### config.mk
export PLATFORM = sky130hd
export DESIGN_NAME = jedro_1_id_stage
export DESIGN_NICKNAME = d
export VERILOG_FILES = /design/src/rtl/jedro_1_id_stage.sv
export SDC_FILE = /design/constraint.sdc
export NUM_CORES = 1
export LEC_CHECK = 0
export BUFFER_PORTS_ARGS = -buffer_cell sky130_fd_sc_hd__buf_2
export CAP_MARGIN = 20
export CORE_MARGIN = 4
export CORE_UTILIZATION = 40
export DETAILED_ROUTE_END_ITERATION = 10
export GPL_TIMING_DRIVEN = 0
export PLACE_DENSITY = 0.76
export SLEW_MARGIN = 40
export SYNTH_ARGS = -nofsm -noshare
export SYNTH_HDL_FRONTEND = slang
export SYNTH_SLANG_ARGS = --single-unit
### constraint.sdc
create_clock -name clk_i -period 5.8 [get_ports clk_i]
set_input_delay 0.58 -clock clk_i [delete_from_list [all_inputs] [get_ports clk_i]]
set_output_delay 0.58 -clock clk_i [all_outputs]
set_load 0.01 [all_outputs]
### src/rtl/jedro_1_id_stage.sv
// -----------------------------------------------------------------------------
// jedro_1_id_stage
//   RV32I instruction decode stage sitting between the fetch unit and execute.
//   An instruction offered with valid_i is decoded combinationally and captured
//   into a single output slot on the next clock edge; execute drains the slot
//   with ex_ready_i. Illegal encodings travel as ordinary valid slots tagged
//   with class 7. flush_i empties the slot and drops the incoming instruction.
//
// Ports
//   clk_i, rstn_i           clock, synchronous active-low reset
//   instr_i, addr_i         instruction word and its PC from fetch
//   valid_i / ready_o       fetch-side handshake (ready_o is combinational)
//   flush_i                 kill slot and incoming instruction
//   ex_valid_o / ex_ready_i execute-side handshake for the output slot
//   ex_class_o              0 ALU,1 LOAD,2 STORE,3 BRANCH,4 JAL,5 JALR,6 SYSTEM,7 ILLEGAL
//   ex_alu_op_o             0 ADD,1 SUB,2 SLL,3 SLT,4 SLTU,5 XOR,6 SRL,7 SRA,8 OR,9 AND
//   ex_funct3_o             raw funct3
//   ex_rs1_o/rs2_o/rd_o     register addresses, ex_rd_we_o = write rd
//   ex_imm_o                sign-extended immediate (0 for R-type and illegal)
//   ex_use_imm_o/use_pc_o   operand B = imm / operand A = PC
//   ex_pc_o                 PC of the slot
//   stall_cnt_o             cycles with ex_valid_o=1 and ex_ready_i=0
//
// Configuration
//   JEDRO_1_ID_STALL_CNT_EN  when defined, builds the 32-bit stall counter;
//                            otherwise stall_cnt_o is tied to zero.
// -----------------------------------------------------------------------------
module jedro_1_id_stage #(
    parameter int unsigned               DATA_WIDTH = 32,
    parameter logic [DATA_WIDTH-1:0]     NOP_INSTR  = 32'h0000_0013
) (
    input  logic                  clk_i,
    input  logic                  rstn_i,
    input  logic [DATA_WIDTH-1:0] instr_i,
    input  logic [DATA_WIDTH-1:0] addr_i,
    input  logic                  valid_i,
    output logic                  ready_o,
    input  logic                  flush_i,
    output logic                  ex_valid_o,
    input  logic                  ex_ready_i,
    output logic [2:0]            ex_class_o,
    output logic [3:0]            ex_alu_op_o,
    output logic [2:0]            ex_funct3_o,
    output logic [4:0]            ex_rs1_o,
    output logic [4:0]            ex_rs2_o,
    output logic [4:0]            ex_rd_o,
    output logic                  ex_rd_we_o,
    output logic [DATA_WIDTH-1:0] ex_imm_o,
    output logic                  ex_use_imm_o,
    output logic                  ex_use_pc_o,
    output logic [DATA_WIDTH-1:0] ex_pc_o,
    output logic [31:0]           stall_cnt_o
);

    // Opcodes. Every one ends in 2'b11, so an instruction with ins[1:0]!=2'b11
    // can never match and falls into the illegal default.
    localparam logic [6:0] OPC_LUI    = 7'b0110111;
    localparam logic [6:0] OPC_AUIPC  = 7'b0010111;
    localparam logic [6:0] OPC_JAL    = 7'b1101111;
    localparam logic [6:0] OPC_JALR   = 7'b1100111;
    localparam logic [6:0] OPC_BRANCH = 7'b1100011;
    localparam logic [6:0] OPC_LOAD   = 7'b0000011;
    localparam logic [6:0] OPC_STORE  = 7'b0100011;
    localparam logic [6:0] OPC_OP_IMM = NOP_INSTR[6:0];  // NOP is ADDI, i.e. OP-IMM
    localparam logic [6:0] OPC_OP     = 7'b0110011;
    localparam logic [6:0] OPC_FENCE  = 7'b0001111;
    localparam logic [6:0] OPC_SYSTEM = 7'b1110011;

    localparam logic [2:0] CLS_ALU     = 3'd0;
    localparam logic [2:0] CLS_LOAD    = 3'd1;
    localparam logic [2:0] CLS_STORE   = 3'd2;
    localparam logic [2:0] CLS_BRANCH  = 3'd3;
    localparam logic [2:0] CLS_JAL     = 3'd4;
    localparam logic [2:0] CLS_JALR    = 3'd5;
    localparam logic [2:0] CLS_SYSTEM  = 3'd6;
    localparam logic [2:0] CLS_ILLEGAL = 3'd7;

    localparam logic [3:0] ALU_ADD  = 4'd0;
    localparam logic [3:0] ALU_SUB  = 4'd1;
    localparam logic [3:0] ALU_SLL  = 4'd2;
    localparam logic [3:0] ALU_SLT  = 4'd3;
    localparam logic [3:0] ALU_SLTU = 4'd4;
    localparam logic [3:0] ALU_XOR  = 4'd5;
    localparam logic [3:0] ALU_SRL  = 4'd6;
    localparam logic [3:0] ALU_SRA  = 4'd7;
    localparam logic [3:0] ALU_OR   = 4'd8;
    localparam logic [3:0] ALU_AND  = 4'd9;

    localparam logic [6:0] F7_ZERO = 7'b0000000;
    localparam logic [6:0] F7_ALT  = 7'b0100000;

    logic [6:0] opcode;
    logic [2:0] funct3;
    logic [6:0] funct7;
    assign opcode = instr_i[6:0];
    assign funct3 = instr_i[14:12];
    assign funct7 = instr_i[31:25];

    logic [DATA_WIDTH-1:0] imm_i, imm_s, imm_b, imm_u, imm_j;
    assign imm_i = {{(DATA_WIDTH-12){instr_i[31]}}, instr_i[31:20]};
    assign imm_s = {{(DATA_WIDTH-12){instr_i[31]}}, instr_i[31:25], instr_i[11:7]};
    assign imm_b = {{(DATA_WIDTH-13){instr_i[31]}}, instr_i[31], instr_i[7],
                    instr_i[30:25], instr_i[11:8], 1'b0};
    assign imm_u = {instr_i[31:12], 12'b0};
    assign imm_j = {{(DATA_WIDTH-21){instr_i[31]}}, instr_i[31], instr_i[19:12],
                    instr_i[20], instr_i[30:21], 1'b0};

    // ALU op implied by funct3 alone (the non-alternate variant).
    logic [3:0] alu_base;
    always_comb begin
        alu_base = ALU_ADD;
        case (funct3)
            3'd0: alu_base = ALU_ADD;
            3'd1: alu_base = ALU_SLL;
            3'd2: alu_base = ALU_SLT;
            3'd3: alu_base = ALU_SLTU;
            3'd4: alu_base = ALU_XOR;
            3'd5: alu_base = ALU_SRL;
            3'd6: alu_base = ALU_OR;
            3'd7: alu_base = ALU_AND;
            default: alu_base = ALU_ADD;
        endcase
    end

    logic [2:0]            class_d;
    logic [3:0]            alu_op_d;
    logic [DATA_WIDTH-1:0] imm_d;
    logic                  use_imm_d, use_pc_d, rd_we_d;
    logic [4:0]            rs1_d;
    logic                  legal;
    logic                  writes_rd;

    always_comb begin
        class_d   = CLS_ILLEGAL;
        alu_op_d  = ALU_ADD;
        imm_d     = '0;
        use_imm_d = 1'b0;
        use_pc_d  = 1'b0;
        rs1_d     = instr_i[19:15];
        legal     = 1'b0;
        writes_rd = 1'b0;
        case (opcode)
            OPC_LUI: begin
                legal = 1'b1; class_d = CLS_ALU; imm_d = imm_u;
                use_imm_d = 1'b1; rs1_d = 5'd0; writes_rd = 1'b1;
            end
            OPC_AUIPC: begin
                legal = 1'b1; class_d = CLS_ALU; imm_d = imm_u;
                use_imm_d = 1'b1; use_pc_d = 1'b1; writes_rd = 1'b1;
            end
            OPC_JAL: begin
                legal = 1'b1; class_d = CLS_JAL; imm_d = imm_j;
                use_imm_d = 1'b1; use_pc_d = 1'b1; writes_rd = 1'b1;
            end
            OPC_JALR: begin
                legal = (funct3 == 3'd0); class_d = CLS_JALR; imm_d = imm_i;
                use_imm_d = 1'b1; writes_rd = 1'b1;
            end
            OPC_BRANCH: begin
                legal = (funct3 != 3'd2) && (funct3 != 3'd3);
                class_d = CLS_BRANCH; alu_op_d = ALU_SUB; imm_d = imm_b;
            end
            OPC_LOAD: begin
                legal = (funct3 != 3'd3) && (funct3 != 3'd6) && (funct3 != 3'd7);
                class_d = CLS_LOAD; imm_d = imm_i; use_imm_d = 1'b1; writes_rd = 1'b1;
            end
            OPC_STORE: begin
                legal = (funct3 <= 3'd2); class_d = CLS_STORE; imm_d = imm_s; use_imm_d = 1'b1;
            end
            OPC_OP_IMM: begin
                class_d = CLS_ALU; imm_d = imm_i; use_imm_d = 1'b1; writes_rd = 1'b1;
                alu_op_d = alu_base;
                // Only the shifts constrain the upper immediate bits.
                case (funct3)
                    3'd1: legal = (funct7 == F7_ZERO);
                    3'd5: begin
                        legal = (funct7 == F7_ZERO) || (funct7 == F7_ALT);
                        if (funct7 == F7_ALT) alu_op_d = ALU_SRA;
                    end
                    default: legal = 1'b1;
                endcase
            end
            OPC_OP: begin
                class_d = CLS_ALU; writes_rd = 1'b1; alu_op_d = alu_base;
                if (funct7 == F7_ZERO) begin
                    legal = 1'b1;
                end else if (funct7 == F7_ALT && funct3 == 3'd0) begin
                    legal = 1'b1; alu_op_d = ALU_SUB;
                end else if (funct7 == F7_ALT && funct3 == 3'd5) begin
                    legal = 1'b1; alu_op_d = ALU_SRA;
                end
            end
            OPC_FENCE: begin
                legal = (funct3 <= 3'd1); class_d = CLS_SYSTEM; imm_d = imm_i;
            end
            OPC_SYSTEM: begin
                legal = (funct3 != 3'd4); class_d = CLS_SYSTEM; imm_d = imm_i;
            end
            default: legal = 1'b0;
        endcase
        if (!legal) begin
            class_d   = CLS_ILLEGAL;
            alu_op_d  = ALU_ADD;
            imm_d     = '0;
            use_imm_d = 1'b0;
            use_pc_d  = 1'b0;
            writes_rd = 1'b0;
        end
    end
    assign rd_we_d = writes_rd & (instr_i[11:7] != 5'd0);

    logic                  ex_valid_q;
    logic [2:0]            ex_class_q;
    logic [3:0]            ex_alu_op_q;
    logic [2:0]            ex_funct3_q;
    logic [4:0]            ex_rs1_q, ex_rs2_q, ex_rd_q;
    logic                  ex_rd_we_q, ex_use_imm_q, ex_use_pc_q;
    logic [DATA_WIDTH-1:0] ex_imm_q, ex_pc_q;
    logic                  accept;

    // Ready depends only on slot state and ex_ready_i, never on valid_i.
    assign ready_o = ~rstn_i | ~ex_valid_q | ex_ready_i;
    assign accept  = valid_i & ready_o & ~flush_i;

    always_ff @(posedge clk_i) begin
        if (!rstn_i) begin
            ex_valid_q   <= 1'b0;
            ex_class_q   <= '0;
            ex_alu_op_q  <= '0;
            ex_funct3_q  <= '0;
            ex_rs1_q     <= '0;
            ex_rs2_q     <= '0;
            ex_rd_q      <= '0;
            ex_rd_we_q   <= 1'b0;
            ex_imm_q     <= '0;
            ex_use_imm_q <= 1'b0;
            ex_use_pc_q  <= 1'b0;
            ex_pc_q      <= '0;
        end else begin
            if (flush_i)         ex_valid_q <= 1'b0;
            else if (accept)     ex_valid_q <= 1'b1;
            else if (ex_ready_i) ex_valid_q <= 1'b0;
            if (accept) begin
                ex_class_q   <= class_d;
                ex_alu_op_q  <= alu_op_d;
                ex_funct3_q  <= funct3;
                ex_rs1_q     <= rs1_d;
                ex_rs2_q     <= instr_i[24:20];
                ex_rd_q      <= instr_i[11:7];
                ex_rd_we_q   <= rd_we_d;
                ex_imm_q     <= imm_d;
                ex_use_imm_q <= use_imm_d;
                ex_use_pc_q  <= use_pc_d;
                ex_pc_q      <= addr_i;
            end
        end
    end

    assign ex_valid_o   = ex_valid_q;
    assign ex_class_o   = ex_class_q;
    assign ex_alu_op_o  = ex_alu_op_q;
    assign ex_funct3_o  = ex_funct3_q;
    assign ex_rs1_o     = ex_rs1_q;
    assign ex_rs2_o     = ex_rs2_q;
    assign ex_rd_o      = ex_rd_q;
    assign ex_rd_we_o   = ex_rd_we_q;
    assign ex_imm_o     = ex_imm_q;
    assign ex_use_imm_o = ex_use_imm_q;
    assign ex_use_pc_o  = ex_use_pc_q;
    assign ex_pc_o      = ex_pc_q;

`ifdef JEDRO_1_ID_STALL_CNT_EN
    logic [31:0] stall_cnt_q;
    logic [31:0] stall_cnt_d;
    assign stall_cnt_d = (ex_valid_q && !ex_ready_i) ? stall_cnt_q + 32'd1 : stall_cnt_q;
    always_ff @(posedge clk_i) begin
        if (!rstn_i) stall_cnt_q <= '0;
        else         stall_cnt_q <= stall_cnt_d;
    end
    assign stall_cnt_o = stall_cnt_q;
`else
    assign stall_cnt_o = 32'd0;
`endif

endmodule

==> flow_summary.ini <==
[die]
ios = 195
fp.dieH_um = 114.0
initial_core_util_pct = 41.09
die_w_um = 114.0
core_area_um2 = 10940
rows = 38
dieArea_um2 = 12990

[detailed_routing]
drtIter0Drc = 288
first_pass_iters = 5
vias_per_cell = 5.142
routed_wl_um = 13950
detailroute.via_count = 4443
route.detailed.wl_per_inst_um = 16.14
antenna_left = 0
drc = 0

[clocking]
tritoncts = done
ctsHoldBuffers = 0
htreeDepth = 3
cts_sinks = 93
post_cts_resized = 0
cts_root_buffer = clkbuf_16
cts_buffer_depth = 2
postCtsSetupBuffers = 0
worstSkewPairLatency_ns = 0.34
path_clk_slew_ns = 0.07
cts_buffers = 9

[timing]
fin_ws_ns = 3.275
relSlewSlack_pct = 45.09
skew_ns = 0.004450
finalHoldViolCount = 0
fmaxAchievable_mhz = 396.0
finalMaxSlewViolations = 0
post-route-min-period_ns = 2.525
rsz0062_at_grt = no
min_period_over_period_pct = 43.54
tns_ns = 0
worstMarginPinSlew_ns = 0.8028
finalSetupViolations = 0

[global_routing]
met2_usage_pct = 34.39
grt.met1_usage_pct = 26.06
grt_overflow = 0
grt_pass1_vias = 4324
grt_max_degree = 17
grt_usage_pct = 21.04
grt_pass1_wl_um = 21980
use_met3_pct = 7.109
grt_most_used_layer = met2
grt_antenna_before_repair = 0

[logic_synthesis]
synth_most_common_cell = nand2_1
synthFlopType = dfxtp_1
synth_top_area_share_pct = 41.44
synth_common_cells = 113 x nand2_1, 93 x dfxtp_1, 47 x a21boi_0
yosysSeqAreaShare_pct = 41.44
syn_area_per_cell_um2 = 8.707
syn_inst = 516
ys_seq_elements = 93
netlist_area_um2 = 4493
synth_edf_count = 0
ys_warn_count = 0
synthTopCellsByArea = dfxtp_1 41%, nand2_1 9.4%, a21boi_0 7.9%, buf_4 5.5%, a22o_2 4.2%
async_flop_share_pct = 0
yosys.cell_types.count = 57
synth_area_leader_cell = dfxtp_1

[worst_setup_path]
path_depth = 9
required_ns = 6.04
end_kind = flop
crit_type = primary input to flop
crit_arrival_ns = 2.76
critical-path-max-stage-delay_ns = 0.49
r2r_end = ex_alu_op_o[2]
startpoint_type = primary input
slowest_stage = o21ai_0
worst-path-max-fanout = 10
crit_family = compound AO/OA/AOI/OAI gates
cp.buffers_inverters = 3
regToRegSetupSlack_ns = 3.77
cp_common_cell = buf_2
crit_chain = buf_2 -> buf_2 -> and3b_1 -> o21ai_0 -> a21oi_1 -> o21a_1 -> clkbuf_1 -> a21o_1 -> a22o_2
rr_startpoint = ex_valid_o
reg2reg_depth = 6

[min_path]
hold_class = primary input to flop
holdPathStages = 2
hold_end = ex_valid_o
min_from = flush_i

[final_layout]
syn2layout_area_growth_pct = 31.61
drive_above_1_share_pct = 33.84
finalNetCount = 792
antennaDiodeCount = 0
design_area_um2 = 5913

[power_and_ir_drop]
p_leak_nw = 2.874
vdd_drop_max_mv = 0.1578
power.total_mw = 1.505
power_density_nw_per_um2 = 254.5

[placement]
place_hpwl_um = 10860
placedInstanceArea_um2 = 5590
portBuffers = 161
gp_routability_congestion = 0.9140
pre_cts_ws_ns = 2.953

[job]
max_cap_viol_count = 0

[status]
outcome = finished, final reports clean
-- sequential cells by signal (all words and copies together) (netlist names) --
register	cells
ex_rd_we_o	1
ex_rs2_o	5
ex_funct3_o	3
ex_rs1_o	5
ex_use_pc_o	1
ex_use_imm_o	1
ex_class_o	3
ex_alu_op_o	4
ex_valid_o	1
ex_rd_o	5
ex_pc_o	32
ex_imm_o	32
-- power breakdown --
| part | switching, mW | internal, mW | total (mW) | leakage [nW] |
|---|---|---|---|---|
| sequential | 0.00926 | 0.656 | 0.666 | 0.756 |
| combinational | 0.117 | 0.0794 | 0.197 | 1.96 |
| clock | 0.262 | 0.381 | 0.642 | 0.158 |
| total | 0.388 | 1.12 | 1.50 | 2.87 |
-- routing by layer --
metal | vias up | routed length [um]
met2 | 218 | 6604
met5 | - | 0
li1 | 2161 | -
met4 | 0 | 253
met3 | 28 | 1429
met1 | 2036 | 5659
-- metrics by stage --
| step | util, % | hold slack, ns | cells |
|---|---|---|---|
| after global placement | 51.12 | 0.4418 | 848 |
| after CTS | 54.07 | 0.4106 | 864 |
| final | 54.07 | 0.4203 | 864 |
| after detailed placement | 51.12 | 0.4449 | 848 |
| after floorplan | - | 0.4774 | 547 |
| after global routing | 54.07 | 0.4228 | 864 |
-- layout make-up --
class | count | area (um2)
Fill cell | 1061 | 5022
Multi-Input combinational cell | 378 | 2311
Sequential cell | 93 | 1862
Timing Repair Buffer | 161 | 805.8
Buffer | 69 | 410.4
Clock buffer | 9 | 225.2
Tap cell | 140 | 175.2
Clock inverter | 7 | 97.59
Inverter | 7 | 26.28
-- worst max-delay path by stage --
stage	start	end	slack [ns]
2_1_floorplan	instr_i[5]	ex_imm_o[11]	3.48
3_3_place_gp	instr_i[3]	ex_imm_o[21]	2.96
3_5_place_dp	instr_i[3]	ex_imm_o[28]	2.95
4_1_cts	instr_i[3]	ex_imm_o[28]	3.31
5_1_grt	instr_i[2]	ex_imm_o[21]	3.12
6_report	instr_i[3]	ex_imm_o[28]	3.27
-- layout by cell type (no fill, tap or decap), types with 4 or more instances in the layout --
cell type  count
a21boi_0      47
a21o_1        21
a21oi_1       12
a22o_1        16
a22o_2        19
a22oi_1        6
a32o_1         7
and2_1         5
buf_2        165
buf_4         33
clkbuf_1      26
clkbuf_16      9
conb_1        32
dfxtp_1       93
ha_1           4
inv_1          7
nand2_1      113
nor2_1        15
nor2b_1        9
nor3_1         4
o21ai_0       11
-- worst reg2reg max path, cell delays in order, from the launching register on --
cell	delay [ns]
dfxtp_1	0.36
nand3b_1	0.13
nand3b_1	0.13
clkbuf_1	0.42
clkbuf_1	0.45
a21oi_1	0.18
a22o_1	0.24
-- cell families after synthesis --
family                   count (synthesis)  share of synthesized area, %
buffers and inverters                   76                         9.719
other                                    1                       0.08346
XOR/XNOR                                 1                        0.1950
AO/OA/AOI/OAI                          168                         29.96
AND/OR/NAND/NOR                        171                         17.04
flip-flops                              93                         41.44
multiplexers                             1                        0.2228
adder cells (fa/ha/maj)                  5                         1.337
Note: power is estimated with default switching activity, not from simulation.
